File: src/rtl/spi_master.sv
// SPI mode-0 initiator: MSB first, one byte per transfer, valid/ready client side.
// Define SPI_BURST_EN to keep SSEL low across bytes until a byte marked tx_last.
`timescale 1ns/1ps
module spi_master #(
  parameter int unsigned HALF_DIV = 8,
  parameter int unsigned GAP_DIV  = 16
) (
  input  logic       clk,
  input  logic       rst,
  input  logic       tx_valid,
  input  logic [7:0] tx_data,
  input  logic       tx_last,
  output logic       tx_ready,
  output logic       rx_valid,
  output logic [7:0] rx_data,
  output logic       busy,
  output logic       SCK,
  output logic       MOSI,
  input  logic       MISO,
  output logic       SSEL
);

  typedef enum logic [2:0] {
    StIdle,
    StLead,
    StHigh,
    StLow,
    StTail,
    StGap
`ifdef SPI_BURST_EN
    , StWait
`endif
  } state_e;

  localparam logic [7:0] HalfLoad = 8'(HALF_DIV - 1);
  localparam logic [7:0] GapLoad  = 8'(GAP_DIV - 1);

  state_e     state_q, state_d;
  logic [7:0] div_q, div_d;
  logic [2:0] bit_q, bit_d;
  logic [7:0] tx_shift_q, tx_shift_d;
  logic [7:0] rx_shift_q, rx_shift_d;
  logic [7:0] rx_data_q, rx_data_d;
  logic       rx_valid_q, rx_valid_d;
  logic       sck_q, sck_d;
  logic       ssel_q, ssel_d;
  logic       mosi_q, mosi_d;
  logic       miso_meta_q, miso_sync_q;
  logic       phase_done;

`ifdef SPI_BURST_EN
  logic       last_q, last_d;
`else
  logic       unused_tx_last;
  assign unused_tx_last = tx_last;
`endif

  assign phase_done = (div_q == 8'd0);

  always_comb begin
    state_d    = state_q;
    div_d      = phase_done ? div_q : div_q - 8'd1;
    bit_d      = bit_q;
    tx_shift_d = tx_shift_q;
    rx_shift_d = rx_shift_q;
    rx_data_d  = rx_data_q;
    rx_valid_d = 1'b0;
`ifdef SPI_BURST_EN
    last_d     = last_q;
`endif

    unique case (state_q)
      StIdle: begin
        if (tx_valid) begin
          tx_shift_d = tx_data;
`ifdef SPI_BURST_EN
          last_d     = tx_last;
`endif
          state_d    = StLead;
        end
      end
      StLead: begin
        if (phase_done) begin
          bit_d   = 3'd7;
          state_d = StHigh;
        end
      end
      StHigh: begin
        if (phase_done) begin
          rx_shift_d = {rx_shift_q[6:0], miso_sync_q};
          if (bit_q == 3'd0) begin
            state_d = StTail;
          end else begin
            bit_d      = bit_q - 3'd1;
            tx_shift_d = {tx_shift_q[6:0], 1'b0};
            state_d    = StLow;
          end
        end
      end
      StLow: begin
        if (phase_done) state_d = StHigh;
      end
      StTail: begin
        if (phase_done) begin
          rx_data_d  = rx_shift_q;
          rx_valid_d = 1'b1;
`ifdef SPI_BURST_EN
          state_d    = last_q ? StGap : StWait;
`else
          state_d    = StGap;
`endif
        end
      end
      StGap: begin
        if (phase_done) state_d = StIdle;
      end
`ifdef SPI_BURST_EN
      // Next byte reuses the lead phase as its bit-7 setup time.
      StWait: begin
        if (tx_valid) begin
          tx_shift_d = tx_data;
          last_d     = tx_last;
          state_d    = StLead;
        end
      end
`endif
      default: state_d = StIdle;
    endcase

    if (state_d != state_q) div_d = (state_d == StGap) ? GapLoad : HalfLoad;

    // Pins are registered from the next state so they switch with the state register.
    sck_d  = (state_d == StHigh);
    ssel_d = (state_d == StIdle) || (state_d == StGap);
    mosi_d = ((state_d == StLead) || (state_d == StHigh) || (state_d == StLow)) ?
             tx_shift_d[7] : 1'b0;
  end

  always_ff @(posedge clk or posedge rst) begin
    if (rst) begin
      state_q     <= StIdle;
      div_q       <= 8'd0;
      bit_q       <= 3'd0;
      tx_shift_q  <= 8'd0;
      rx_shift_q  <= 8'd0;
      rx_data_q   <= 8'd0;
      rx_valid_q  <= 1'b0;
      sck_q       <= 1'b0;
      ssel_q      <= 1'b1;
      mosi_q      <= 1'b0;
      miso_meta_q <= 1'b0;
      miso_sync_q <= 1'b0;
`ifdef SPI_BURST_EN
      last_q      <= 1'b1;
`endif
    end else begin
      state_q     <= state_d;
      div_q       <= div_d;
      bit_q       <= bit_d;
      tx_shift_q  <= tx_shift_d;
      rx_shift_q  <= rx_shift_d;
      rx_data_q   <= rx_data_d;
      rx_valid_q  <= rx_valid_d;
      sck_q       <= sck_d;
      ssel_q      <= ssel_d;
      mosi_q      <= mosi_d;
      miso_meta_q <= MISO;
      miso_sync_q <= miso_meta_q;
`ifdef SPI_BURST_EN
      last_q      <= last_d;
`endif
    end
  end

`ifdef SPI_BURST_EN
  assign tx_ready = (state_q == StIdle) || (state_q == StWait);
`else
  assign tx_ready = (state_q == StIdle);
`endif
  assign busy     = (state_q != StIdle);
  assign rx_valid = rx_valid_q;
  assign rx_data  = rx_data_q;
  assign SCK      = sck_q;
  assign SSEL     = ssel_q;
  assign MOSI     = mosi_q;

endmodule

File: config.mk
export PLATFORM = sky130hd
export DESIGN_NAME = spi_master
export DESIGN_NICKNAME = d
export VERILOG_FILES = /design/src/rtl/spi_master.sv
export SDC_FILE = /design/constraint.sdc
export NUM_CORES = 1
export LEC_CHECK = 0
export CAP_MARGIN = 20
export CORE_UTILIZATION = 54
export CTS_CLUSTER_SIZE = 24
export DETAILED_ROUTE_END_ITERATION = 6
export GPL_TIMING_DRIVEN = 0
export PLACE_DENSITY_LB_ADDON = 0.1
export RECOVER_POWER = 25
export SLEW_MARGIN = 20
export SYNTH_ARGS = -nofsm -noshare
export SYNTH_HDL_FRONTEND = slang
export SYNTH_SLANG_ARGS = --single-unit
File: constraint.sdc
create_clock -name clk -period 2.8 [get_ports clk]
set_input_delay 0.56 -clock clk [delete_from_list [all_inputs] [get_ports clk]]
set_output_delay 0.56 -clock clk [all_outputs]
set_load 0.02 [all_outputs]
# [After elaboration in Yosys (flattened, before gate mapping)]
# Cells that the tools add are included.
[word_totals] mem_count=0 reg_bits=44 mem_bits_rw=0 word_cells=66 romBits=0 output_inout_bits=14 input_bits=13 latch_bits=0
[op_classes] order_cmp=0 n_div=0 n_reduce_logical=15 n_addsub=2 muxes=21 bitwise=0 eq_ne=15 mul=0 shift=0
[op_table] cell="2-to-1 mux 8 bit" n=5
[op_table] cell="2-to-1 mux 3 bit" n=9
[op_table] cell="case mux 8 bit (2 select lines)" n=1
[op_table] cell="case mux 3 bit (5 select lines)" n=1
[op_table] cell="== test 3 x 2 -> 1 bit, second input constant" n=4
[op_table] cell="== test 3 bit, second input constant" n=3
[op_table] cell="logical NOT 3 bit" n=3
[op_table] cell="logical NOT 8 bit" n=1
[op_table] cell="!= test 2 bit, second input constant" n=4
[op_table] cell="AND reduction 4 bit" n=2
[op_table] cell="subtractor 8 x 1 -> 8 bit, second input constant" n=1
[op_table] cell="== test 3 x 1 -> 1 bit, second input constant" n=2
[op_table] cell="case mux 3 bit (2 select lines)" n=1
[op_table] cell="2-to-1 mux 4 bit" n=1
[op_table] cell="AND reduction 2 bit" n=2
[op_table] cell="nonzero test 2 bit" n=2
[op_table] cell="logical OR 1 bit" n=3
[op_table] cell="2-to-1 mux 1 bit" n=3
[op_table] cell="!= test 3 bit" n=1
[op_table] cell="nonzero test 3 bit" n=1
[op_table] cell="subtractor 3 x 1 -> 3 bit, second input constant" n=1
[op_table] cell="!= test 2 x 1 -> 1 bit, second input constant" n=1
[op_table] cell="OR reduction 2 bit" n=1

# [Logic depth before layout (Yosys ltp)]
[logic_depth] word_depth=8 depth_mapped=8 ltp_nobuf=8

# [Least setup slack after synthesis]
# No wires, ideal clock.
[synth_timing] path_kind="reg2reg" start="register div_q[0]" end="register mosi_q (netlist: MOSI)" setup_slack_ns=0.726 t_required_ns=2.723 path_stages_with_launch=8 arrival_ns=1.996 period_less_slack_ns=2.074 setup_ns=0.077 path_buffers=0 cell_sequence="dfrtp_1 > inv_1 > ha_1 > or3b_2 > nor4_4 > mux2i_1 > nand2b_1 > a21oi_1"
[synth_via] elab_cells_between_ends=14 cone_classes="eq/ne (3); mux (8); reduce/logical (3)"
[synth_rtl] item="start: declaration" line="39" text="logic [7:0] div_q, div_d;"
[synth_rtl] item="start signal: assignment" line="158" text="div_q <= div_d;"
[synth_rtl] item="logical NOT 8 bit" line="58" text="assign phase_done = (div_q == 8'd0);"
[synth_rtl] item="2-to-1 mux 8 bit" line="89" text="if (phase_done) begin"
[synth_rtl] item="case mux 8 bit (2 select lines)" line="72" text="unique case (state_q)"
[synth_rtl] item="net tx_shift_d[7]" line="41" text="logic [7:0] tx_shift_q, tx_shift_d;"
[synth_rtl] item="2-to-1 mux 1 bit" line="135" text="mosi_d = ((state_d == StLead) || (state_d == StHigh) || (state_d == StLow)) ?"
[synth_rtl] item="net mosi_d" line="47" text="logic mosi_q, mosi_d;"
[synth_rtl] item="end signal: assignment" line="166" text="mosi_q <= mosi_d;"
[synth_rtl] item="end: declaration" line="47"
# The timed path passes the listed nets, and every way through them passes these cells. The select of a mux whose other input is x is not followed.
# A chain may end at the register's enable or synchronous reset.

# [Worst setup path in the final report]
[layout_timing] start="register state_q[1]" end="output tx_ready"
[layout_via] elab_chain_len=1
[layout_lines] item="start: declaration" line="38" text="state_e state_q, state_d;"
[layout_lines] item="start signal: assignment" line="141" text="state_q <= StIdle;"
[layout_lines] item="start signal: assignment" line="157" text="state_q <= state_d;"
[layout_lines] item="logical NOT 3 bit" line="178" text="assign tx_ready = (state_q == StIdle);"
[layout_lines] item="end: declaration" line="13" text="output logic tx_ready,"
# No other way between the ends.

==> run metrics <==
run status finished, final reports clean; Synth Area in XOR/XNOR 1.71%; required time reported for the critical path endpoint 2.24 ns; internal power contribution slightly above 0.9 mW; Max Root-Sink Buffers 2; fraction of final layout cells with drive strength greater than 1 between 10% and 20%; worst-case setup margin in the final layout 0.246 ns; Avg WL per Cell approximately 14 um; worst-path cell chain clkbuf_1 -> or3_1 -> inv_1 -> clkdlybuf4s50_1; net load switching power around 0.25 mW; clock network latency to the later pin of the worst-skew pair 0.30 ns; Least-Margin Pin Slew between 1 and 1.5 ns; minimum clock period after layout 2.55 ns; first-pass GRT wire length between 6000 and 7000 um; Crit. path cell count 4; post-route standard cell area excluding fillers around 0.0025 mm^2; Tot GR Track Use a little over a fifth; leakage power of the design around 1.2 nW; hold crit path type reg2reg; number of remaining DRC errors 0; vias after detailed routing roughly 1500; internal reg-to-reg setup slack about 0.43 ns; most used standard cells in the synthesized netlist dfrtp_1 (43), nand2_1 (24), mux2_2 (16); peak clock frequency supported by timing between 0.3 and 0.4 GHz; critical path class reg2out; setup clock skew after layout around 0.009 ns; Antenna Violating Nets Remaining 0; critical path's top delay family buffers and inverters; number of flops mapped to enable cells by yosys 0; Max Slew Vio Count 0; Synthesis Warnings 0; largest cells by area after synthesis dfrtp_1 (53%), mux2_2 (8.8%), nand2_1 (4.4%); Worst Path Buf+Inv 3; sequential cell fraction of total power a little under three fifths; leading cell type by number of instances after synthesis dfrtp_1; io pins 27; placeable core region roughly 0.0035 mm^2; fraction of synthesized area in multiplexers roughly 11%; number of global-route vias before repair between 1000 and 1500; power share of the clock group between 40% and 50%; critical path fanouts, max 10; Critical Path Start Type register; share of total power in combinational logic 3.3%; growth of design area from synthesis to finish 20.8%; dominant combinational cell family by area after synthesis simple AND/OR/NAND/NOR gates; number of sinks driven by the clock tree 44; complex-gate fraction of the synthesized area 10.5%; Data arrival, critical path a little under 2 ns; number of H-tree levels 2; Worst Setup End Kind output pin; final hold vios 0; Mean Syn Cell Area 10.9 um^2; Worst R2R Start div_q[0]$_DFFE_PP0P_; Worst R2R Path Depth 7; clock transition time at the flip-flop clock pins of the worst setup and hold paths 0.08 ns; post-synthesis instance area 0.00205 mm^2; share of synthesized cell area in and, or, nand and nor gates between 15 and 20%; number of failing setup endpoints in the final timing report 0; net count after synthesis between 200 and 250; Worst IR Drop VDD 0.364 mV; total routed wirelength 3780 um; count of cell types in the netlist 40; RSZ-0062 raised after global routing no; antenna diode count 0; remaining max-slew budget at the tightest pin between 20% and 30%; row count 21; routability congestion estimate from global placement approximately 0.85; first-pass iteration count of the detailed router 4; share of synthesized flip-flops with an asynchronous set or reset 100%; area fraction of the dominant cell type after synthesis between 50% and 60%; switching portion of total power about a fifth; Layout Nets about 240; adder and majority cell fraction of the synthesized area 1.83%; initial core utilization around three fifths; Setup Total Neg Slack 0 ns; Worst path max stage delay slightly below 0.6 ns; part of the cycle the worst path needs 91.2%; cell type with the largest total area after synthesis dfrtp_1; Seq cells post-synth 44; pwr dens about 480 mW/mm^2; instance area at placement roughly 0.0024 mm^2; worst setup path start state_q[1]$_DFF_PP0_; total CTS buffers 5; worst hold slack between 0.3 and 0.4 ns; worst setup path end tx_ready; number of hold-repair buffers added at the cts stage 0; maximum number of pins on one net before global-route repair 28; total of buffers placed on input and output ports 24; max-cap check violation count 0; pre-CTS worst setup slack around 0.46 ns; post-CTS setup buffers 0; clock tree from TritonCTS done; final global-route overflow total 0; gate count after technology mapping between 150 and 200; Resize count post-CTS 0; area of the die ~0.0040 mm^2; top_reg_cell synth dfrtp_1; RR Endpoint MOSI$_DFF_PP0_; initial drt markers 60; master cell of the clock root buffer clkbuf_8; hold path startpoint miso_meta_q$_DFF_PP0_; number of vias per cell about 5.5; dpl hpwl ~2600 um; number of antenna violations at the first check in global routing 0; sequential share of the synthesized area 53.9%; Die Height approximately 64 um; Die W 63.6 um; worst-path cell with the longest stage delay clkdlybuf4s50_1
-- state kept, by name, summed over array words and instances (netlist names) --
register and flops:
SCK 1, rx_data 8, rx_shift_q 8, miso_sync_q 1, rx_valid 1, MOSI 1
SSEL 1, miso_meta_q 1, div_q 8, tx_shift_q 8, state_q 3, bit_q 3
-- cells by family after synthesis --
family,Yosys count
AO/OA/AOI/OAI,33
XOR/XNOR,4
adder cells (fa/ha/maj),3
buffers and inverters,15
flip-flops,44
multiplexers,20
AND/OR/NAND/NOR,68
-- power by group through the flow --
stage / combinational [mW] / clock [mW] / sequential, mW
6_report: 0.0383 / 0.491 / 0.647
5_1_grt: 0.0436 / 0.524 / 0.648
4_1_cts: 0.0425 / 0.496 / 0.646
3_5_place_dp: 0.0418 / 0 / 0.659
3_3_place_gp: 0.0371 / 0 / 0.659
2_1_floorplan: 0.0169 / 0 / 0.659
-- how the worst min path moves through the flow --
stage | to | slack, ns | cells past startpoint
2_1_floorplan | miso_sync_q$_DFF_PP0_ | 0.33 | 0
3_3_place_gp | miso_sync_q$_DFF_PP0_ | 0.34 | 0
3_5_place_dp | miso_sync_q$_DFF_PP0_ | 0.36 | 0
4_1_cts | miso_sync_q$_DFF_PP0_ | 0.37 | 0
5_1_grt | miso_sync_q$_DFF_PP0_ | 0.39 | 0
6_report | miso_sync_q$_DFF_PP0_ | 0.37 | 0
-- final cells by class --
type | instances | area (um^2)
Buffer | 6 | 23.8
Clock inverter | 3 | 46.3
Fill cell | 253 | 997
Inverter | 9 | 33.8
Sequential cell | 44 | 1100
Multi-Input combinational cell | 128 | 886
Tap cell | 46 | 57.6
Timing Repair Buffer | 25 | 253
Clock buffer | 5 | 68.8
-- worst register-to-register path: stages (launching register included) --
cell and delay [ns]:
dfrtp_1 0.44, inv_1 0.08, ha_1 0.18, or3b_2 0.50, nor4_4 0.61, mux2i_1 0.30, nand2b_1 0.07, a21oi_1 0.11
-- routing by layer --
layer | wire length (um) | global-route usage, %
met1 | 1710 | 26.9
met2 | 1850 | 36.2
met3 | 155 | 3.44
met4 | 61 | 8.24
met5 | 0 | 0
-- cell usage in the layout, fill, tap and decap left out, drive strengths merged, types with 2 or more instances in the layout --
master	count
clkdlybuf4s50	22
clkbuf	10
nand2	24
nand2b	4
or2	2
nor2	15
nor3	2
xor2	2
nor4	3
a21oi	10
or3b	3
mux2	16
mux2i	4
dfrtp	43
dlygate4sd3	2
xnor2	2
a22oi	6
nor2b	3
inv	10
or3	2
o31ai	2
o21ai	6
nand3	6
ha	3
-- metrics by stage --
stage                     power, mW  instances  utilization (%)
after detailed placement      0.701        258             68.1
after global routing           1.22        266             71.2
after global placement        0.696        257             67.6
after CTS                      1.19        266             71.5
final                          1.18        266             71.2
after floorplan               0.676        187                -
Power figures use the tool's default switching activity.
